**src/rtl/lsu_pkg.sv**
```systemverilog
// lsu_pkg: shared FSM states, error codes and funct3 size encodings for the load/store unit
package lsu_pkg;
  typedef enum logic [1:0] {IDLE, REQ, WAIT_RESP, DONE} lsu_state_e;
  localparam logic [1:0] LSU_ERR_NONE     = 2'b00;
  localparam logic [1:0] LSU_ERR_MISALIGN = 2'b01;
  localparam logic [1:0] LSU_ERR_TIMEOUT  = 2'b10;
  localparam logic [1:0] LSU_ERR_ILLEGAL  = 2'b11;
  localparam logic [2:0] LSU_SZ_B  = 3'b000;
  localparam logic [2:0] LSU_SZ_H  = 3'b001;
  localparam logic [2:0] LSU_SZ_W  = 3'b010;
  localparam logic [2:0] LSU_SZ_BU = 3'b100;
  localparam logic [2:0] LSU_SZ_HU = 3'b101;
endpackage

```
**src/rtl/lsu_load_align.sv**
```systemverilog
// lsu_load_align: extracts the addressed byte/half from a bus word and sign- or zero-extends it
module lsu_load_align
  import lsu_pkg::*;
(
  input  logic [2:0]  size,
  input  logic [1:0]  lo,
  input  logic [31:0] rdata,
  output logic [31:0] result
);
  logic [31:0] b_sh, h_sh;
  logic        sgn;
  assign b_sh = rdata >> {lo, 3'b000};
  assign h_sh = rdata >> {lo[1], 4'b0000};
  assign sgn  = ~size[2];
  always_comb
    result = (size[1:0] == LSU_SZ_B[1:0]) ? {{24{b_sh[7] & sgn}}, b_sh[7:0]} :
             (size[1:0] == LSU_SZ_H[1:0]) ? {{16{h_sh[15] & sgn}}, h_sh[15:0]} : rdata;
endmodule

```
**src/rtl/lsu_mem.sv**
```systemverilog
// lsu_mem: MEM-stage load/store unit; define LSU_MISALIGN_TRAP_EN to trap misaligned accesses instead of aligning them
module lsu_mem
  import lsu_pkg::*;
#(
  parameter int TIMEOUT_CYCLES = 16,
  parameter int ADDR_W         = 32
) (
  input  logic              clk,
  input  logic              rst,
  input  logic              req_valid_i,
  input  logic              mem_we_i,
  input  logic              mem_re_i,
  input  logic [2:0]        mem_size_i,
  input  logic [ADDR_W-1:0] addr_i,
  input  logic [31:0]       wdata_i,
  output logic              stall_o,
  output logic              done_o,
  output logic [31:0]       rdata_o,
  output logic              err_o,
  output logic [1:0]        err_code_o,
  output logic              bus_req_o,
  output logic              bus_we_o,
  output logic [ADDR_W-1:0] bus_addr_o,
  output logic [3:0]        bus_wstrb_o,
  output logic [31:0]       bus_wdata_o,
  input  logic              bus_gnt_i,
  input  logic              bus_rvalid_i,
  input  logic [31:0]       bus_rdata_i
);
  localparam int CW = $clog2(TIMEOUT_CYCLES);
  lsu_state_e  state, state_n;
  logic [CW-1:0] cnt;
  logic [2:0]  size_q;
  logic [1:0]  lo_q, lo;
  logic        we_q, accept, illegal, mis, err_now, timeout, is_b, is_h, is_w;
  logic [3:0]  wstrb;
  logic [31:0] wdata, load_res;
  assign is_b    = mem_size_i[1:0] == LSU_SZ_B[1:0];
  assign is_h    = mem_size_i[1:0] == LSU_SZ_H[1:0];
  assign is_w    = mem_size_i[1:0] == LSU_SZ_W[1:0];
  assign accept  = state == IDLE && req_valid_i && (mem_we_i || mem_re_i);
  assign illegal = mem_we_i ? mem_size_i > LSU_SZ_W : (mem_size_i == 3'b011 || mem_size_i[2:1] == 2'b11);
`ifdef LSU_MISALIGN_TRAP_EN
  assign mis = (is_h && addr_i[0]) || (is_w && addr_i[1:0] != 2'b00);
  assign lo  = addr_i[1:0];
`else
  assign mis = 1'b0;
  assign lo  = is_w ? 2'b00 : is_h ? {addr_i[1], 1'b0} : addr_i[1:0];
`endif
  assign err_now = illegal || mis;
  assign timeout = cnt == CW'(TIMEOUT_CYCLES - 1);
  assign done_o  = state == DONE;
  assign wstrb   = !mem_we_i ? 4'b0000 : is_b ? 4'b0001 << lo : is_h ? 4'b0011 << {lo[1], 1'b0} : 4'b1111;
  assign wdata   = is_b ? {4{wdata_i[7:0]}} : is_h ? {2{wdata_i[15:0]}} : wdata_i;
  lsu_load_align u_align (.size(size_q), .lo(lo_q), .rdata(bus_rdata_i), .result(load_res));
  always_ff @(posedge clk or posedge rst)
    if (rst) state <= IDLE;
    else state <= state_n;
  always_comb begin
    state_n = state;
    stall_o = 1'b0;
    case (state)
      IDLE: begin
        stall_o = accept;
        if (accept) state_n = err_now ? DONE : REQ;
      end
      REQ: begin
        stall_o = 1'b1;
        if (bus_gnt_i) state_n = we_q ? DONE : WAIT_RESP;
        else if (timeout) state_n = DONE;
      end
      WAIT_RESP: begin
        stall_o = 1'b1;
        if (bus_rvalid_i || timeout) state_n = DONE;
      end
      default: state_n = IDLE;
    endcase
  end
  // Grant/response win over a timeout landing in the same cycle.
  always_ff @(posedge clk or posedge rst)
    if (rst) begin
      bus_req_o   <= 1'b0;
      bus_we_o    <= 1'b0;
      bus_addr_o  <= '0;
      bus_wstrb_o <= '0;
      bus_wdata_o <= '0;
      rdata_o     <= '0;
      err_o       <= 1'b0;
      err_code_o  <= LSU_ERR_NONE;
      size_q      <= '0;
      lo_q        <= '0;
      we_q        <= 1'b0;
      cnt         <= '0;
    end else if (accept) begin
      bus_req_o   <= !err_now;
      bus_we_o    <= mem_we_i;
      bus_addr_o  <= {addr_i[ADDR_W-1:2], 2'b00};
      bus_wstrb_o <= wstrb;
      bus_wdata_o <= wdata;
      size_q      <= mem_size_i;
      lo_q        <= lo;
      we_q        <= mem_we_i;
      cnt         <= '0;
      if (err_now) begin
        err_o      <= 1'b1;
        err_code_o <= illegal ? LSU_ERR_ILLEGAL : LSU_ERR_MISALIGN;
        rdata_o    <= '0;
      end
    end else if (state == REQ || state == WAIT_RESP) begin
      cnt <= cnt + 1'b1;
      if (state == REQ && bus_gnt_i) begin
        bus_req_o <= 1'b0;
        if (we_q) begin
          err_o      <= 1'b0;
          err_code_o <= LSU_ERR_NONE;
        end
      end else if (state == WAIT_RESP && bus_rvalid_i) begin
        rdata_o    <= load_res;
        err_o      <= 1'b0;
        err_code_o <= LSU_ERR_NONE;
      end else if (timeout) begin
        bus_req_o  <= 1'b0;
        err_o      <= 1'b1;
        err_code_o <= LSU_ERR_TIMEOUT;
        rdata_o    <= '0;
      end
    end
endmodule

```
**config.mk**
```make
export PLATFORM = sky130hd
export DESIGN_NAME = lsu_mem
export DESIGN_NICKNAME = d
export VERILOG_FILES = /design/src/rtl/lsu_pkg.sv /design/src/rtl/lsu_load_align.sv /design/src/rtl/lsu_mem.sv
export SDC_FILE = /design/constraint.sdc
export NUM_CORES = 1
export LEC_CHECK = 0
export BUFFER_PORTS_ARGS = -buffer_cell sky130_fd_sc_hd__buf_2
export CORE_MARGIN = 1
export CORE_UTILIZATION = 45
export DETAILED_ROUTE_END_ITERATION = 6
export GPL_TIMING_DRIVEN = 0
export PLACE_DENSITY = 0.78
export SYNTH_ARGS = -nofsm -noshare
export SYNTH_HDL_FRONTEND = slang
export SYNTH_SLANG_ARGS = --single-unit
export TNS_END_PERCENT = 30
```
**constraint.sdc**
```tcl
create_clock -name clk -period 3.2 [get_ports clk]
set_input_delay 0.32 -clock clk [delete_from_list [all_inputs] [get_ports clk]]
set_output_delay 0.32 -clock clk [all_outputs]
set_load 0.02 [all_outputs]
```
; Word level (Yosys, flattened, before mapping)
; Cells that the tools add are included.
[totals]
reg_bits = 114
latch_bits = 0
mem_bits_rw = 0
romBits = 0
inputBits = 106
output_inout_bits = 107
elab_cells = 103
n_memories = 0
[op_classes]
addsub = 1
mul = 0
div = 0
order_cmp = 1
eq_ne = 16
shifts = 4
n_mux = 45
bitwise = 3
reduce_logical = 21
[op_table]
columns = cell, n
row1 = two-way mux 32 bit, 10
row2 = >> shifter 32 x 5 -> 16 bit, 1
row3 = >> shifter 32 x 5 -> 8 bit, 1
row4 = two-way mux 2 bit, 13
row5 = two-way mux 4 bit, 5
row6 = two-way mux 1 bit, 15
row7 = "!= test 3 bit, second input constant", 3
row8 = "equality test 2 bit, second input constant", 4
row9 = AND reduction 4 bit, 2
row10 = "equality test 2 x 1 -> 1 bit, second input constant", 3
row11 = zero test 2 bit, 3
row12 = "!= test 2 bit, second input constant", 3
row13 = one-hot mux 2 bit (3 select lines), 1
row14 = AND reduction 3 bit, 2
row15 = nonzero test 3 bit, 2
row16 = "adder 4 x 1 -> 4 bit, second input constant", 1
row17 = "equality test 4 bit, second input constant", 1
row18 = logical AND 1 bit, 4
row19 = logical OR 1 bit, 4
row20 = nonzero test 4 bit, 1
row21 = "left shift 1 x 2 -> 4 bit, first input constant", 1
row22 = "left shift 2 x 2 -> 4 bit, first input constant", 1
row23 = "equality test 3 x 2 -> 1 bit, second input constant", 1
row24 = "greater-than comparator 3 x 2 -> 1 bit, second input constant", 1
row25 = other kinds (7), 8

; Logic depth before layout (Yosys ltp)
; Gate-level depths: netlist of run 1.
[logic_depth]
depth_word = 8
mapped_depth = 8
depth_no_buf = 6

; By module
; From an unflattened synthesis of run 1, not the netlist that was laid out.
[unflattened]
hier_cells = 671
hier_area_um2 = 6058.3
[modules_own_cells]
columns = mod, n_inst, cells_per_inst, area_each_um2, seq_area_each_um2
row1 = lsu_mem, 1, 536, 5041.1, 2827.7
row2 = lsu_load_align, 1, 135, 1017.2, 0.0

; Worst setup path before layout of run 1
; Ideal clock, no wire load.
[synth_timing]
path_type = register to output
start = register state[0]
end = output port stall_o
arrival_time_ns = 1.486
t_required_ns = 2.880
setup_slack_ns = 1.394
stages_incl_launch_ff = 7
path_buffers = 1
cell_sequence = dfrtp_1 > inv_1 > ha_1 > o211a_1 > clkbuf_1 > nor2_1 > nor2_1
[synth_via]
elab_chain_cells = 4
word_cells_on_any_way = 7
cone_classes = eq/ne: 2 / mux: 1 / reduce/logical: 4
[synth_rtl]
columns = element, line_no
row1 = "start, declared", lsu_mem.sv:31  ; lsu_state_e state, state_n;
row2 = "start signal, assigned", lsu_mem.sv:58  ; else state <= state_n;
row3 = zero test 2 bit, "lsu_mem.sv:41, lsu_mem.sv:62"
row4 = logical AND 1 bit (2 in series), lsu_mem.sv:41  ; assign accept = state == IDLE && req_valid_i && (mem_we_i || mem_re_i);
row5 = one-hot mux 1 bit (2 select lines) *, lsu_mem.sv:62  ; case (state)
row6 = "end, declared", lsu_mem.sv:16  ; output logic stall_o,
; Every way passes the cells marked *; elsewhere a longest branch is shown, timed or not.

; Worst setup path in the final report of run 1
[layout_timing]
start = register state[1]
end = output port stall_o
; The elaborated chain is that of the path after synthesis.

==> metrics.cfg, run 1 <==
[logic_synthesis]
yosysSeqAreaShare = 0.508
synthXorXnorAreaFrac = 0.00472
ys_types = 54
synthCells = 565
synth.ff_latch_count = 113
synth_area_um2 = 5560
synth_top_family_by_area = simple AND/OR/NAND/NOR gates
synth_warnings = 0
synthMuxAreaShare = 0.0909
synth_edf_count = 0
synth_compound_area_frac = 0.152
synth-simple-area-share = 0.186
async_reset_ff_frac = 1.00
ys.flop_type = dfrtp_1
synthAdderAreaFrac = 0.0112
syn_avg_cell_area_um2 = 9.85

[worst_setup_path]
endpoint_kind = output pin
crit_path_max_fanout = 10
timing_worst_setup_path_type = register to output pin
worstPathRequired_ns = 2.88
start_kind = register
cp_data_arrival_time_ns = 2.21

[pwr]
pwr-share-comb = 0.436
ir_worst_vdd_uv = 619
clkPwrFrac = 0.251
netSwitchingPower_mw = 3.16
p_per_area_nw_per_um2 = 1060
p_sw_frac = 0.397
p_int_mw = 4.80
power.leakage_nw = 3.96
p_seq_frac = 0.313

[sta]
hold_slack_ns = 0.0999
final_max_slew_viol_count = 0
rsz0062_at_grt = false
period_share = 0.791
fmax_mhz = 395
relSlewSlack = 0.530
min_period_ns = 2.53
clock_skew_ns = 0.00853
tightest_slew_ns = 0.705
hold_viol_final = 0
setup_tns_ns = 0
finalSetupViolations = 0

[finish]
drive_gt1_frac = 0.347
area_delta_synth_final_pct = 34.8
diodes = 0
fin_nets = 908
fin_cells = 957

[clocking]
ctsHoldBuffers = 1
cts_resized = 0
insertion_delay_ns = 0.41
cts_root_buf = clkbuf_16
cts_setup_buffers = 0
htreeDepth = 4
numCtsBuffers = 17
path_clk_slew_ns = 0.05
clockBufferDepth = 2
cts_sinks = 113
cts_tree = built

[detailed_routing]
routed_via_density = 5.22
wirelength_um = 15300
vias = 4998
drtIter0Drc = 381
drcViolationCount = 0
final_antenna_net_count = 0
drtPass1Iterations = 5
wl_per_cell_um = 16.0

[placed_design]
gp_congestion = 0.866
placedCellCount = 924
post-dp-hpwl_um = 11300
numPortBuffers = 208

[worst_hold_path]
hold_class = primary input to register

[global_route]
antenna_found_initial = 0
grt_pass1_vias = 4917
grt_usage = 0.249
grt_pass1_wl_um = 24500
grt_overflow_total = 0
grt_max_degree = 34

[status]
status = complete, no violations

[floorplanning]
die_y_um = 113
io_pins = 213
die_w_um = 113
core.rowCount = 40
coreArea_um2 = 12000
dieArea_um2 = 12800
initial_core_util = 0.463

[flow_run]
drv_cap = 0

power by group through the flow:
stage	sequential (mW)	combinational, mW	clock (mW)
2_1_floorplan	3.18	1.64	0
3_3_place_gp	2.48	3.40	0
3_5_place_dp	2.49	3.48	0
4_1_cts	2.49	3.49	2.03
5_1_grt	2.57	3.78	2.09
6_report	2.49	3.47	2.00
cell usage in the layout, fill, tap and decap left out, types with 3 or more instances in the layout:
master     synthesis  layout
a21oi_1           16      16
a22o_1             9       9
a31oi_1            8       8
buf_1              5       5
buf_12             1       4
buf_2              8     216
buf_4              4       4
buf_6              3       3
bufinv_16          0       4
clkbuf_1          18      20
clkbuf_16          0      17
clkbuf_8           1       4
clkinv_2           0       4
dfrtp_1          113     113
ha_1               5       5
inv_1             10       9
mux2i_1           28      28
mux4_1             7       7
nand2_1          174     174
nand3_1            6       6
nor2_1            24      24
nor2b_1           18      18
o21ai_0           42      42
o2bb2ai_1         13      13
o2bb2ai_2         10      10
or3_1              7       7
Yosys cell counts (2+ instances only):
master	number	area share
buf_4	4	0.0054
mux4_1	7	0.033
dfrtp_1	113	0.51
xor2_1	2	0.0031
a21boi_0	2	0.0027
nor2b_1	18	0.020
buf_6	3	0.0061
a31oi_1	8	0.0090
o21ai_0	42	0.038
ha_1	5	0.011
mux2i_1	28	0.050
buf_2	8	0.0072
nand2_1	174	0.12
o2bb2ai_2	10	0.027
nor2_1	24	0.016
or3_1	7	0.0079
o2bb2ai_1	13	0.020
a21oi_1	16	0.014
mux2_4	2	0.0054
nand2b_1	2	0.0022
clkbuf_1	18	0.012
a22o_1	9	0.014
nand3_1	6	0.0054
inv_1	10	0.0067
buf_1	5	0.0034
metal layers:
layer / up-vias / wire, um / track usage
met5: - / 0 / 0
met2: 229 / 7110 / 0.397
met1: 2336 / 6630 / 0.320
li1: 2396 / - / -
met4: 0 / 426 / 0.104
met3: 37 / 1150 / 0.0686
layout make-up:
cell class	count	area, um2
Fill cell	1029	4520
Sequential cell	113	2830
Multi-Input combinational cell	403	2480
Timing Repair Buffer	212	1110
Clock buffer	22	474
Buffer	40	224
Tap cell	147	184
Clock inverter	10	156
Inverter	10	41.3
cell families after synthesis:
logic type / after synthesis
xor gates and xnor gates: 3
muxes: 38
other: 1
buffers and inverters: 50
AOI/OAI and AO/OA: 114
DFF: 113
adders and majority gates: 5
and+or+nand+nor: 241
worst paths after layout:
check                      slack [ns]          start  cells after the start        endpoint
min in group asynchronous        0.52            rst                      3     rdata_o[30]
min reg2reg                      0.46  bus_addr_o[3]                      2   bus_addr_o[3]
max reg2reg                      1.02       state[1]                      7  bus_addr_o[29]
max in group asynchronous        1.93            rst                      5  bus_wdata_o[5]
min                               0.1     addr_i[24]                      3  bus_addr_o[24]
max                              0.67       state[1]                      7         stall_o
flip-flops by register name (all words and copies together), names as in the netlist:
| name | count |
|---|---|
| bus_addr_o | 30 |
| err_code_o | 1 |
| err_o | 1 |
| bus_req_o | 1 |
| we_q | 1 |
| rdata_o | 32 |
| bus_wdata_o | 32 |
| cnt | 4 |
| size_q | 3 |
| lo_q | 2 |
| state | 2 |
| bus_wstrb_o | 4 |
through the flow:
step / power, mW / setup slack (ns) / area [um2] / utilization
2_1_floorplan: 4.82 / 1.39 / 5570 / -
3_3_place_gp: 5.88 / 0.726 / 6800 / 0.566
3_5_place_dp: 5.97 / 1.03 / 6860 / 0.571
4_1_cts: 8.01 / 0.632 / 7500 / 0.624
5_1_grt: 8.44 / 0.480 / 7500 / 0.624
6_report: 7.95 / 0.670 / 7500 / 0.624
worst max-delay path, cell delays in order, from the launching register on:
cell      delay [ns]
dfrtp_1         0.40
inv_1           0.11
ha_1            0.30
o211a_1         0.20
clkbuf_1        0.45
nor2_1          0.08
nor2_1          0.10
buf_2           0.17
Note: power is estimated with default switching activity, not from simulation.
==> run 2: changes to the inputs <==
PLACE_DENSITY = 0.75   (was 0.78)
clock period = 2.4 ns   (was 3.2 ns; I/O delays follow)
==> run 2 against run 1 <==
Net effect:
- combinational power up 35%
- largest cell class unchanged
- clock skew is 0.0016 ns lower
- sequential power increased by 33%
- global-route usage grew 0.61 points
- core utilization up 0.58 points
- die area unchanged
- first-iteration DRC count is 11% lower
- non-clock buffer count increased by 7
- via count up 1.9%
- total power increased by 34%
==> metrics.cfg, run 2 (synthesized netlist as in run 1, its figures left out) <==
[detailed_routing]
vias = 5095
drtIter0Drc = 340
drtPass1Iterations = 7
wirelength_um = 15900
routed_via_density = 5.28
drcViolationCount = 0
wl_per_cell_um = 16.5
final_antenna_net_count = 0

[worst_setup_path]
crit_path_max_fanout = 11
cp_data_arrival_time_ns = 2.01
endpoint_kind = output pin
worstPathRequired_ns = 2.16
reg2reg_setup_slack_ns = 0.23
r2r_start = state[0]
timing_worst_setup_path_type = register to output pin
start_kind = register
cp-startpoint = state[0]

[pwr]
pwr-share-comb = 0.439
p_per_area_nw_per_um2 = 1410
ir_worst_vdd_uv = 706
netSwitchingPower_mw = 4.27
clkPwrFrac = 0.251
p_seq_frac = 0.309
power.leakage_nw = 3.98
p_sw_frac = 0.400
p_int_mw = 6.40

[sta]
period_share = 0.939
fmax_mhz = 444
min_period_ns = 2.25
clock_skew_ns = 0.00695
setup_tns_ns = 0
finalSetupViolations = 0
tightest_slew_ns = 0.734
rsz0062_at_grt = false
hold_viol_final = 0
final_max_slew_viol_count = 0
relSlewSlack = 0.510

[flow_run]
drv_cap = 0

[floorplanning]
core.rowCount = 40
dieArea_um2 = 12800
io_pins = 213
die_w_um = 113
initial_core_util = 0.463
coreArea_um2 = 12000
die_y_um = 113

[clocking]
path_clk_slew_ns = 0.05
cts_resized = 0
cts_sinks = 113
cts_root_buf = clkbuf_16
htreeDepth = 4
clockBufferDepth = 2
insertion_delay_ns = 0.41
cts_tree = built
numCtsBuffers = 17
cts_setup_buffers = 0

[worst_hold_path]
min_from = addr_i[17]
hold_class = primary input to register

[placed_design]
post-dp-hpwl_um = 11800
gp_congestion = 0.865
numPortBuffers = 208
place_area_um2 = 6840

[finish]
drive_gt1_frac = 0.341
area_delta_synth_final_pct = 36.0
top_regs = bus_wdata_o (32), rdata_o (32), bus_addr_o (30)
layout_commonest_cell = buf_2
layout_common_cells = buf_2, nand2_1, dfrtp_1
fin_nets = 915
design_area_um2 = 7570
fill_cells = 1018

[global_route]
grt_overflow_total = 0
grt_pass1_wl_um = 25100
grt_max_degree = 44
grt_pass1_vias = 5091
grt_usage = 0.255
antenna_found_initial = 0

[status]
status = complete, no violations

-- run 2: cell count changes in the layout (fill, tap and decap cells not counted) --
| cell | previous run | this run |
|---|---|---|
| clkinv_2 | 4 | 2 |
| diode_2 | 0 | 1 |
| buf_12 | 4 | 3 |
| dlygate4sd3_1 | 1 | 10 |
| clkinvlp_4 | 2 | 3 |
-- run 2: per-stage QoR --
stage          setup WS (ns)  std cells  hold WS [ns]  power, mW  utilization
2_1_floorplan          0.674        566         0.345       6.42            -
3_3_place_gp          0.0700        921         0.430       7.83        0.566
5_1_grt               0.0212        964        0.0149       11.3        0.630
4_1_cts                0.146        964      0.000325       10.7        0.630
3_5_place_dp           0.327        923         0.400       7.98        0.569
6_report               0.146        965        0.0202       10.7        0.630
-- run 2: area by class of cell --
class,count,area (um2),area share
well taps,147,184,0.0243
repair buffers,220,1180,0.156
multi-input cells,403,2480,0.327
plain buffers,39,220,0.0291
inverters,10,41.3,0.00546
clock inverters,9,154,0.0203
clock buffers,23,478,0.0632
diodes,1,2.50,0.000331
flip-flops and latches,113,2830,0.374
-- run 2: worst paths after layout --
kind,cells after the start,end
setup / recovery,6,stall_o
hold / removal,3,bus_addr_o[17]
setup reg to reg,8,rdata_o[17]
hold reg to reg,2,bus_addr_o[4]
max in group asynchronous,4,bus_wdata_o[7]
min in group asynchronous,3,rdata_o[11]
-- run 2: repair_timing --
| action | 4_1_cts | 5_1_grt |
|---|---|---|
| hold buffers | 10 | 0 |
| setup endpoints to repair | 1 | 0 |
| hold endpoints to repair | 38 | 0 |
-- run 2: worst max-delay path, stage by stage (launching register included) --
cell,delay [ns]
dfrtp_1,0.42
inv_1,0.10
ha_1,0.28
o211a_1,0.43
nor2_1,0.08
nor2_1,0.11
buf_2,0.18
-- run 2: metal layers --
layer	part of all wire	routed length (um)	global-route usage
met4	0.019	307	0.107
met5	0	0	0
met1	0.43	6800	0.322
met2	0.48	7580	0.408
met3	0.075	1180	0.0766
-- run 2: power by group through the flow --
stage / registers [mW] / clock network (mW) / logic, mW
6_report: 3.30 / 2.68 / 4.69
5_1_grt: 3.41 / 2.79 / 5.08
4_1_cts: 3.30 / 2.73 / 4.70
3_5_place_dp: 3.30 / 0 / 4.68
3_3_place_gp: 3.28 / 0 / 4.55
2_1_floorplan: 4.23 / 0 / 2.19
==> run 3: changes to the inputs <==
PLACE_DENSITY = 0.74   (was 0.75)
SYNTH_HIERARCHICAL = 1   (was not set)
==> run 3 against run 2 <==
Net effect:
- critical path depth up 1
- total power grew 4.8%
- hold slack got worse by 0.0051 ns
- core utilization shrank 1.7 points
- final cell count rose by 14%
- clock skew is 0.00058 ns lower
- clock power about the same
- sequential share of layout area shrank 2.4 points
==> metrics.cfg, run 3 <==
[status]
status = complete, no violations

[floorplanning]
coreArea_um2 = 13200
io_pins = 213
core.rowCount = 42
die_w_um = 118
dieArea_um2 = 13900
die_y_um = 118
initial_core_util = 0.459

[finish]
multi_input_area_um2 = 2810
layout_common_cells = buf_2, nand2_1, dfrtp_1
final_util = 0.613
diodes = 0
fin_nets = 1019
layout_commonest_cell = buf_2
top_regs = bus_wdata_o (32), rdata_o (32), bus_addr_o (30)
area_delta_synth_final_pct = 33.4
fill_cells = 1146
seqCellArea_um2 = 2830
drive_gt1_frac = 0.313

[logic_synthesis]
async_reset_ff_frac = 1.00
synth.ff_latch_count = 113
synth_warnings = 6
yosysSeqAreaShare = 0.467
ys.flop_type = dfrtp_1
synth_edf_count = 0
synthTopCellsByArea = dfrtp_1, nand2_1, mux2i_1
ys_types = 41
synth_top_cell_by_area = dfrtp_1
synth_most_common_cell = nand2_1
netlist.area_leader.share = 0.467
synth_area_um2 = 6060
syn_avg_cell_area_um2 = 9.03
synthCells = 671
ys_top_cells_by_count = nand2_1, dfrtp_1, mux2i_1

[detailed_routing]
drtIter0Drc = 330
vias = 5515
drtPass1Iterations = 5
final_antenna_net_count = 0
drcViolationCount = 0
wl_per_cell_um = 15.3
routed_via_density = 5.03
wirelength_um = 16800

[placed_design]
post-dp-hpwl_um = 12400
numPortBuffers = 208
dp_slack_ns = 0.325
gp_congestion = 0.898

[sta]
rsz0062_at_grt = false
relSlewSlack = 0.577
final.setup.worst_slack_ns = 0.222
period_share = 0.908
fmax_mhz = 459
setup_tns_ns = 0
hold_viol_final = 0
final_max_slew_viol_count = 0
finalSetupViolations = 0
min_period_ns = 2.18
clock_skew_ns = 0.00637
tightest_slew_ns = 0.633

[global_route]
grt_pass1_vias = 5404
grt_overflow_total = 0
grt_pass1_wl_um = 27300
antenna_found_initial = 0
grt_max_degree = 43
grt_usage = 0.255

[clocking]
cts_root_buf = clkbuf_16
path_clk_slew_ns = 0.06
clockBufferDepth = 2
numCtsBuffers = 17
cts_sinks = 113
cts_tree = built
htreeDepth = 4
insertion_delay_ns = 0.42

[pwr]
p_per_area_nw_per_um2 = 1380
power.leakage_nw = 4.19
ir_worst_vdd_uv = 787
power_mw = 11.2

[worst_setup_path]
worstPathRequired_ns = 2.16
start_kind = register
timing_worst_setup_path_type = register to output pin
endpoint_kind = output pin
cp_data_arrival_time_ns = 1.94
crit_path_max_fanout = 10

[worst_hold_path]
hold_class = primary input to register

[flow_run]
drv_cap = 0

## run 3: changes by cell type after synthesis, moves of 10 or more
cell	change
inv_1	+30
mux2i_1	+31
nand2_1	+28
nor2b_1	+15
o21ai_2	+13
o2bb2ai_1	-13
o2bb2ai_2	-10
## run 3: kinds of logic after synthesis
| family | share of synthesized area |
|---|---|
| XOR/XNOR | 0.00434 |
| AO/OA/AOI/OAI | 0.102 |
| other | 0.000619 |
| buffers and inverters | 0.0713 |
| AND/OR/NAND/NOR | 0.209 |
| adder cells (fa/ha/maj) | 0.0103 |
| flip-flops | 0.467 |
| multiplexers | 0.135 |
## run 3: metrics by stage
step           area (um2)  hold WS (ns)  instances
2_1_floorplan        6070         0.345        672
3_3_place_gp         7330         0.431       1056
3_5_place_dp         7390         0.309       1059
4_1_cts              8080      0.000442       1097
5_1_grt              8080       0.00768       1097
6_report             8080        0.0151       1097
## run 3: area by class of cell
| cell class | instances | share of cell area |
|---|---|---|
| flip-flops and latches | 113 | 0.350 |
| multi-input cells | 470 | 0.347 |
| repair buffers | 217 | 0.145 |
| clock buffers | 18 | 0.0543 |
| plain buffers | 49 | 0.0348 |
| well taps | 176 | 0.0272 |
| clock inverters | 14 | 0.0232 |
| inverters | 40 | 0.0190 |
## run 3: metal layers
layer / share of wire / up-vias / routed length [um] / GRT usage
li1: - / 2679 / - / -
met1: 0.43 / 2545 / 7280 / 0.320
met2: 0.46 / 264 / 7790 / 0.407
met3: 0.085 / 27 / 1420 / 0.0809
met4: 0.019 / 0 / 321 / 0.102
met5: 0 / - / 0 / 0
## run 3: repair_timing
action                                 CTS  global route
setup endpoints to repair                0             1
endpoints found under the hold margin   26             0
resized for setup                        0             1
hold buffers                             6             0
buffers inserted                         0             0
## run 3: path summary, 6_finish.rpt
check,to,start,slack [ns],cells after the start
max in group asynchronous,bus_addr_o[6],rst,0.97,6
worst max register to register,rdata_o[2],state[0],0.41,7
worst min-delay path,bus_addr_o[7],addr_i[7],0.02,3
worst min register to register,bus_addr_o[7],bus_addr_o[7],0.47,2
min in group asynchronous,bus_wdata_o[12],rst,0.44,3
worst max-delay path,stall_o,state[1],0.22,7
## run 3: power breakdown
| part | internal, mW | switching [mW] |
|---|---|---|
| clock | 1.76 | 0.915 |
| sequential | 2.79 | 0.490 |
| combinational | 1.99 | 3.26 |
## run 3: worst max-delay path, stage by stage (launching register included)
cell,delay [ns]
dfrtp_1,0.39
inv_1,0.10
ha_2,0.24
o211a_1,0.21
buf_2,0.24
nor2_1,0.07
nor2_1,0.09
buf_2,0.17
